==> config.mk <==
export PLATFORM = sky130hd
export DESIGN_NAME = dequant
export DESIGN_NICKNAME = d
export VERILOG_FILES = /design/src/rtl/dequant_pkg.sv /design/src/rtl/dequant_skid.sv /design/src/rtl/dequant.sv
export SDC_FILE = /design/constraint.sdc
export NUM_CORES = 1
export LEC_CHECK = 0
export BUFFER_PORTS_ARGS = -buffer_cell sky130_fd_sc_hd__buf_4
export CORE_MARGIN = 4
export CORE_UTILIZATION = 30
export DETAILED_ROUTE_END_ITERATION = 10
export SYNTH_ARGS = -nofsm -noshare
export SYNTH_HDL_FRONTEND = slang
export SYNTH_SLANG_ARGS = --single-unit
==> constraint.sdc <==
create_clock -name clk -period 3.82 [get_ports clk]
set_input_delay 0.382 -clock clk [delete_from_list [all_inputs] [get_ports clk]]
set_output_delay 0.382 -clock clk [all_outputs]
set_load 0.02 [all_outputs]
==> src/rtl/dequant_pkg.sv <==
// Shared parameters, row record type and the per-word dequantization helper
// for the 8-lane dequantizer.
package dequant_pkg;

  localparam int LANES = 8;
  localparam int IN_W  = 8;
  localparam int OUT_W = IN_W + 1;
  localparam int ROWS  = 8;
  localparam int ROW_W = $clog2(ROWS);

  typedef struct packed {
    logic [LANES-1:0][OUT_W-1:0] data;
    logic [ROW_W-1:0]            row;
  } row_rec_t;

  localparam int REC_W = $bits(row_rec_t);

  // Inverse of the rounding quantizer: scale by two, LSB always zero.
  function automatic logic [OUT_W-1:0] dequant_word(input logic [IN_W-1:0] q);
    return {q, 1'b0};
  endfunction

endpackage

==> src/rtl/dequant_skid.sv <==
// Output register plus one skid entry with ready/valid on both sides; keeps
// full throughput under backpressure while in_ready stays registered.
module dequant_skid #(
  parameter int W = 8
) (
  input  logic         clk,
  input  logic         nrst,
  input  logic         clr,
  input  logic         in_valid,
  output logic         in_ready,
  input  logic [W-1:0] in_rec,
  output logic         out_valid,
  input  logic         out_ready,
  output logic [W-1:0] out_rec
);

  logic         skid_valid;
  logic [W-1:0] skid_rec;
  logic         accept;
  logic         drain;
  logic         out_valid_nxt;
  logic         skid_valid_nxt;
  logic         load_from_in;
  logic         load_from_skid;
  logic         load_skid;

  assign accept = in_valid && in_ready;
  assign drain  = out_valid && out_ready;

  // Routing decision for the next cycle; clr discards any incoming row.
  always_comb begin
    out_valid_nxt  = out_valid;
    skid_valid_nxt = skid_valid;
    load_from_in   = 1'b0;
    load_from_skid = 1'b0;
    load_skid      = 1'b0;
    if (clr) begin
      out_valid_nxt  = 1'b0;
      skid_valid_nxt = 1'b0;
    end else if (drain) begin
      if (skid_valid) begin
        load_from_skid = 1'b1;
        out_valid_nxt  = 1'b1;
        skid_valid_nxt = 1'b0;
      end else if (accept) begin
        load_from_in  = 1'b1;
        out_valid_nxt = 1'b1;
      end else begin
        out_valid_nxt = 1'b0;
      end
    end else if (!out_valid) begin
      if (accept) begin
        load_from_in  = 1'b1;
        out_valid_nxt = 1'b1;
      end else begin
        out_valid_nxt = 1'b0;
      end
    end else begin
      if (accept) begin
        load_skid      = 1'b1;
        skid_valid_nxt = 1'b1;
      end else begin
        skid_valid_nxt = skid_valid;
      end
    end
  end

  // Storage state; in_ready is derived from the next skid occupancy.
  always_ff @(posedge clk or negedge nrst) begin
    if (!nrst) begin
      out_valid  <= 1'b0;
      skid_valid <= 1'b0;
      in_ready   <= 1'b1;
      out_rec    <= '0;
      skid_rec   <= '0;
    end else begin
      out_valid  <= out_valid_nxt;
      skid_valid <= skid_valid_nxt;
      in_ready   <= !skid_valid_nxt;
      if (load_from_skid) begin
        out_rec <= skid_rec;
      end else if (load_from_in) begin
        out_rec <= in_rec;
      end
      if (load_skid) begin
        skid_rec <= in_rec;
      end
    end
  end

endmodule

==> src/rtl/dequant.sv <==
// Row dequantizer: scales eight coefficients by two, tags each row with its
// position in the block and streams rows out through a skid pipeline.
module dequant
  import dequant_pkg::*;
(
  input  logic             clk,
  input  logic             nrst,
  input  logic             soft_clr,
  input  logic             in_valid,
  output logic             in_ready,
  input  logic [IN_W-1:0]  in_data_01,
  input  logic [IN_W-1:0]  in_data_02,
  input  logic [IN_W-1:0]  in_data_03,
  input  logic [IN_W-1:0]  in_data_04,
  input  logic [IN_W-1:0]  in_data_05,
  input  logic [IN_W-1:0]  in_data_06,
  input  logic [IN_W-1:0]  in_data_07,
  input  logic [IN_W-1:0]  in_data_08,
  output logic             out_valid,
  input  logic             out_ready,
  output logic [OUT_W-1:0] out_data_01,
  output logic [OUT_W-1:0] out_data_02,
  output logic [OUT_W-1:0] out_data_03,
  output logic [OUT_W-1:0] out_data_04,
  output logic [OUT_W-1:0] out_data_05,
  output logic [OUT_W-1:0] out_data_06,
  output logic [OUT_W-1:0] out_data_07,
  output logic [OUT_W-1:0] out_data_08,
  output logic [ROW_W-1:0] out_row,
  output logic             out_last,
  output logic             block_done
);

  logic [LANES-1:0][IN_W-1:0] in_words;
  row_rec_t                   in_rec;
  row_rec_t                   out_rec;
  logic [ROW_W-1:0]           row_cnt;
  logic                       accept;
  logic                       out_hs;

  assign in_words = {in_data_08, in_data_07, in_data_06, in_data_05,
                     in_data_04, in_data_03, in_data_02, in_data_01};

  // Every lane is scaled independently by the shared helper.
  always_comb begin
    in_rec.row = row_cnt;
    for (int i = 0; i < LANES; i++) begin
      in_rec.data[i] = dequant_word(in_words[i]);
    end
  end

  dequant_skid #(.W(REC_W)) u_skid (
    .clk       (clk),
    .nrst      (nrst),
    .clr       (soft_clr),
    .in_valid  (in_valid),
    .in_ready  (in_ready),
    .in_rec    (in_rec),
    .out_valid (out_valid),
    .out_ready (out_ready),
    .out_rec   (out_rec)
  );

  assign accept = in_valid && in_ready && !soft_clr;
  assign out_hs = out_valid && out_ready;

  // Row counter advances only on rows that actually enter the pipeline.
  always_ff @(posedge clk or negedge nrst) begin
    if (!nrst) begin
      row_cnt <= '0;
    end else if (soft_clr) begin
      row_cnt <= '0;
    end else if (accept) begin
      row_cnt <= (row_cnt == ROW_W'(ROWS - 1)) ? '0 : row_cnt + ROW_W'(1);
    end
  end

  // Block-complete pulse follows the downstream handshake of the last row.
  always_ff @(posedge clk or negedge nrst) begin
    if (!nrst) begin
      block_done <= 1'b0;
    end else begin
      block_done <= out_hs && out_last && !soft_clr;
    end
  end

  assign out_data_01 = out_rec.data[0];
  assign out_data_02 = out_rec.data[1];
  assign out_data_03 = out_rec.data[2];
  assign out_data_04 = out_rec.data[3];
  assign out_data_05 = out_rec.data[4];
  assign out_data_06 = out_rec.data[5];
  assign out_data_07 = out_rec.data[6];
  assign out_data_08 = out_rec.data[7];
  assign out_row     = out_rec.row;
  assign out_last    = (out_rec.row == ROW_W'(ROWS - 1));

endmodule

==> summary.md <==
| Metric | Value |
|---|---|
| Status | finished clean |
| CTS tree | built |
| Synthesized cell area | 0.006292 mm2 |
| Primary FF master, synth | dfrtp_1 |
| Critical path, cell by cell | nand2_2 > a221oi_4 > buf_4 > mux2_2 |
| Iteration-0 DRC Markers | 84 |
| Worst-Skew Late Latency | 0.40 ns |
| Via density | 4.568 |
| Skew final | 0.006246 ns |
| Most frequent cells after synthesis | 171 x mux2_2, 140 x dfrtp_1, 30 x mux2_4, 16 x buf_4, 7 x buf_2 |
| Clock Root Buffer | clkbuf_16 |
| Syn-to-layout area delta | 30.18% |
| Layout cells sized above 1 | 0.6945 |
| Sequential area share after synthesis | 0.5609 |
| Max stage delay on crit path | 0.75 ns |
| Hold Crit Class | in2async |
| Met1 Wirelength | 5624 um |
| Required @ worst endpoint | 4.11 ns |
| WP data arrival | 2.72 ns |
| Hold buffers post-CTS | 0 |
| IO Count | 148 |
| Setup TNS | 0 ns |
| Syn Area/Cell | 15.85 um2 |
| Startpoint Class | flop |
| Drt drc | 0 |
| Number of max-cap violations | 0 |
| First-pass GRT wire length | 22150 um |
| Clock-pin slew on the worst setup and hold paths | 0.06 ns |
| Setup-failing EPs final | 0 |
| Post-DRT Antenna Nets | 0 |
| First-pass iteration count of the detailed router | 3 |
| Area share of the largest cell type after synthesis | 0.5568 |
| Max_slew headroom | 0.4034 |
| Worst Setup End Kind | flop |
| Antenna violations before repair | 1 |
| Vias in the first global route | 4206 |
| WL met3 | 818 um |
| Starting Density | 0.3080 |
| Global router's overall resource usage | 0.1179 |
| Synth warn | 0 |
| Slew at the pin closest to its max-slew limit | 0.8949 ns |
| Max Clk Rate | 0.4117 GHz |
| Max stage delay cell, worst path | a221oi_4 |
| Fraction of registers with async set/reset | 1.000 |
| Rows | 52 |
| Post-synthesis register bit count | 141 |
| Final worst-path cycle share | 0.6358 |
| GRT Residual Overflow | 0 |
| Top post-synthesis cells by area | dfrtp_1 56%, mux2_2 31%, mux2_4 7.2%, buf_4 1.9%, buf_6 0.72% |
| Yosys top cell by area | dfrtp_1 |
| Post-layout min period | 2.429 ns |
| DR WL/cell | 16.29 um |
| Cells after Synth | 397 |
| Die area | 0.02336 mm2 |
| Top-count cell post-synth | mux2_2 |
| Unrepaired setup endpoints after global routing | false |
| Hold Violations, Final | 0 |
| Detailed Route WL | 13380 um |
| Std-Cell Core Area | 0.02043 mm2 |
| Pleak | 3.795 nW |
| Post-CTS Setup Bufs | 0 |
| Clk sink count | 141 |
| Die width | 152.8 um |
| Post-synth EDFFs | 0 |
| Family with the most delay on the worst path | compound AO/OA/AOI/OAI gates |
| Final instance area | 0.008192 mm2 |
| Placed inst area | 0.007595 mm2 |
| Bufs on Longest Clock Path | 2 |
| Cts bufs inserted | 17 |
| Routed wl met2 | 6771 um |
| Vias | 3750 |
| Routability cong. | 0.7512 |
| Pin count of the biggest net entering global routing | 96 |
| CP Class | reg2reg |
| H-Tree Depth | 4 |
| P per Cell Area | 568.5 mW/mm2 |
| Post_cts resized | 0 |
| Final Max Tran Viols | 0 |
| Fin nets | 609 |
| Detailed Place HPWL | 8948 um |
| Worst VDD drop | 0.2698 mV |
| Top fanout value on the critical path | 23 |
| WP buf/inv | 1 |
| Die height | 152.8 um |
| Yosys cell types | 26 |
| Buffers added on ports | 139 |
| Max layer used | met4 |
[cell type report]
cell class	count	area [um2]
Fill cell	1911	12240
Sequential cell	141	3530
Tap cell	270	337.8
Inverter	2	7.507
Antenna cell	1	2.502
Timing Repair Buffer	145	1130
Clock buffer	21	480.5
Multi-Input combinational cell	231	2590
Clock inverter	10	113.9
[through the flow]
step	utilization	setup slack (ns)	hold slack, ns	cells	total power (W)
after floorplan	-	1.913	0.08641	404	0.002612
after global placement	0.3718	1.400	0.4850	789	0.003017
after detailed placement	0.3718	1.326	0.4927	789	0.003066
after CTS	0.4008	1.326	0.09596	820	0.004744
after global routing	0.4010	1.220	0.1372	821	0.004914
final	0.4010	1.391	0.06800	821	0.004657
[metal layers]
metal	GRT usage	vias to the layer above
met5	0	-
met4	0.03352	0
met2	0.2019	101
met3	0.04439	8
met1	0.1392	1951
li1	-	1690
[final timing paths]
| check | endpoint | from | cells past startpoint | slack [ns] |
|---|---|---|---|---|
| worst max-delay path | u_skid.out_rec[36] | u_skid.in_ready | 4 | 1.39 |
| worst min-delay path | u_skid.skid_rec[65] | nrst | 1 | 0.07 |
| worst max register to register | u_skid.out_rec[36] | u_skid.in_ready | 4 | 1.39 |
| worst min register to register | u_skid.skid_rec[34] | u_skid.skid_rec[34] | 1 | 0.50 |
| max in group asynchronous | u_skid.out_rec[7] | nrst | 2 | 2.98 |
| min in group clk | u_skid.skid_rec[19] | in_data_02[6] | 2 | 0.22 |
[report_power, final]
| group | switching (W) | total, W | internal, W |
|---|---|---|---|
| clock | 0.000616 | 0.00164 | 0.00102 |
| sequential | 0.000185 | 0.00203 | 0.00184 |
| combinational | 0.000439 | 0.000988 | 0.000549 |
[cells in the final DEF, fill, tap and decap left out, types with 2 or more instances in the layout]
cell and count:
a21oi_1 3, buf_12 3, buf_4 141, bufinv_16 2, clkbuf_16 17, clkbuf_8 4, clkinv_2 3, clkinvlp_4 4
conb_1 8, dfrtp_1 140, ha_1 2, mux2_2 171, mux2_4 30, nand2_1 3, nand4b_1 2, nor2_1 2
[registers in the layout, indices dropped and copies added, names as in the netlist]
register,count
u_skid.out_valid,1
row_cnt,3
u_skid.skid_valid,1
u_skid.out_rec,67
block_done,1
u_skid.in_ready,1
u_skid.skid_rec,67
[cells by family after synthesis]
logic type | count (synthesis) | share of synthesized area
simple gates | 12 | 0.01253
flops | 141 | 0.5609
mux | 202 | 0.3792
compound gates | 7 | 0.007953
fa+ha+maj | 2 | 0.003976
other cells | 1 | 0.0005960
buf+inv | 32 | 0.03480
No activity file was read; power rests on OpenSTA's default activity.
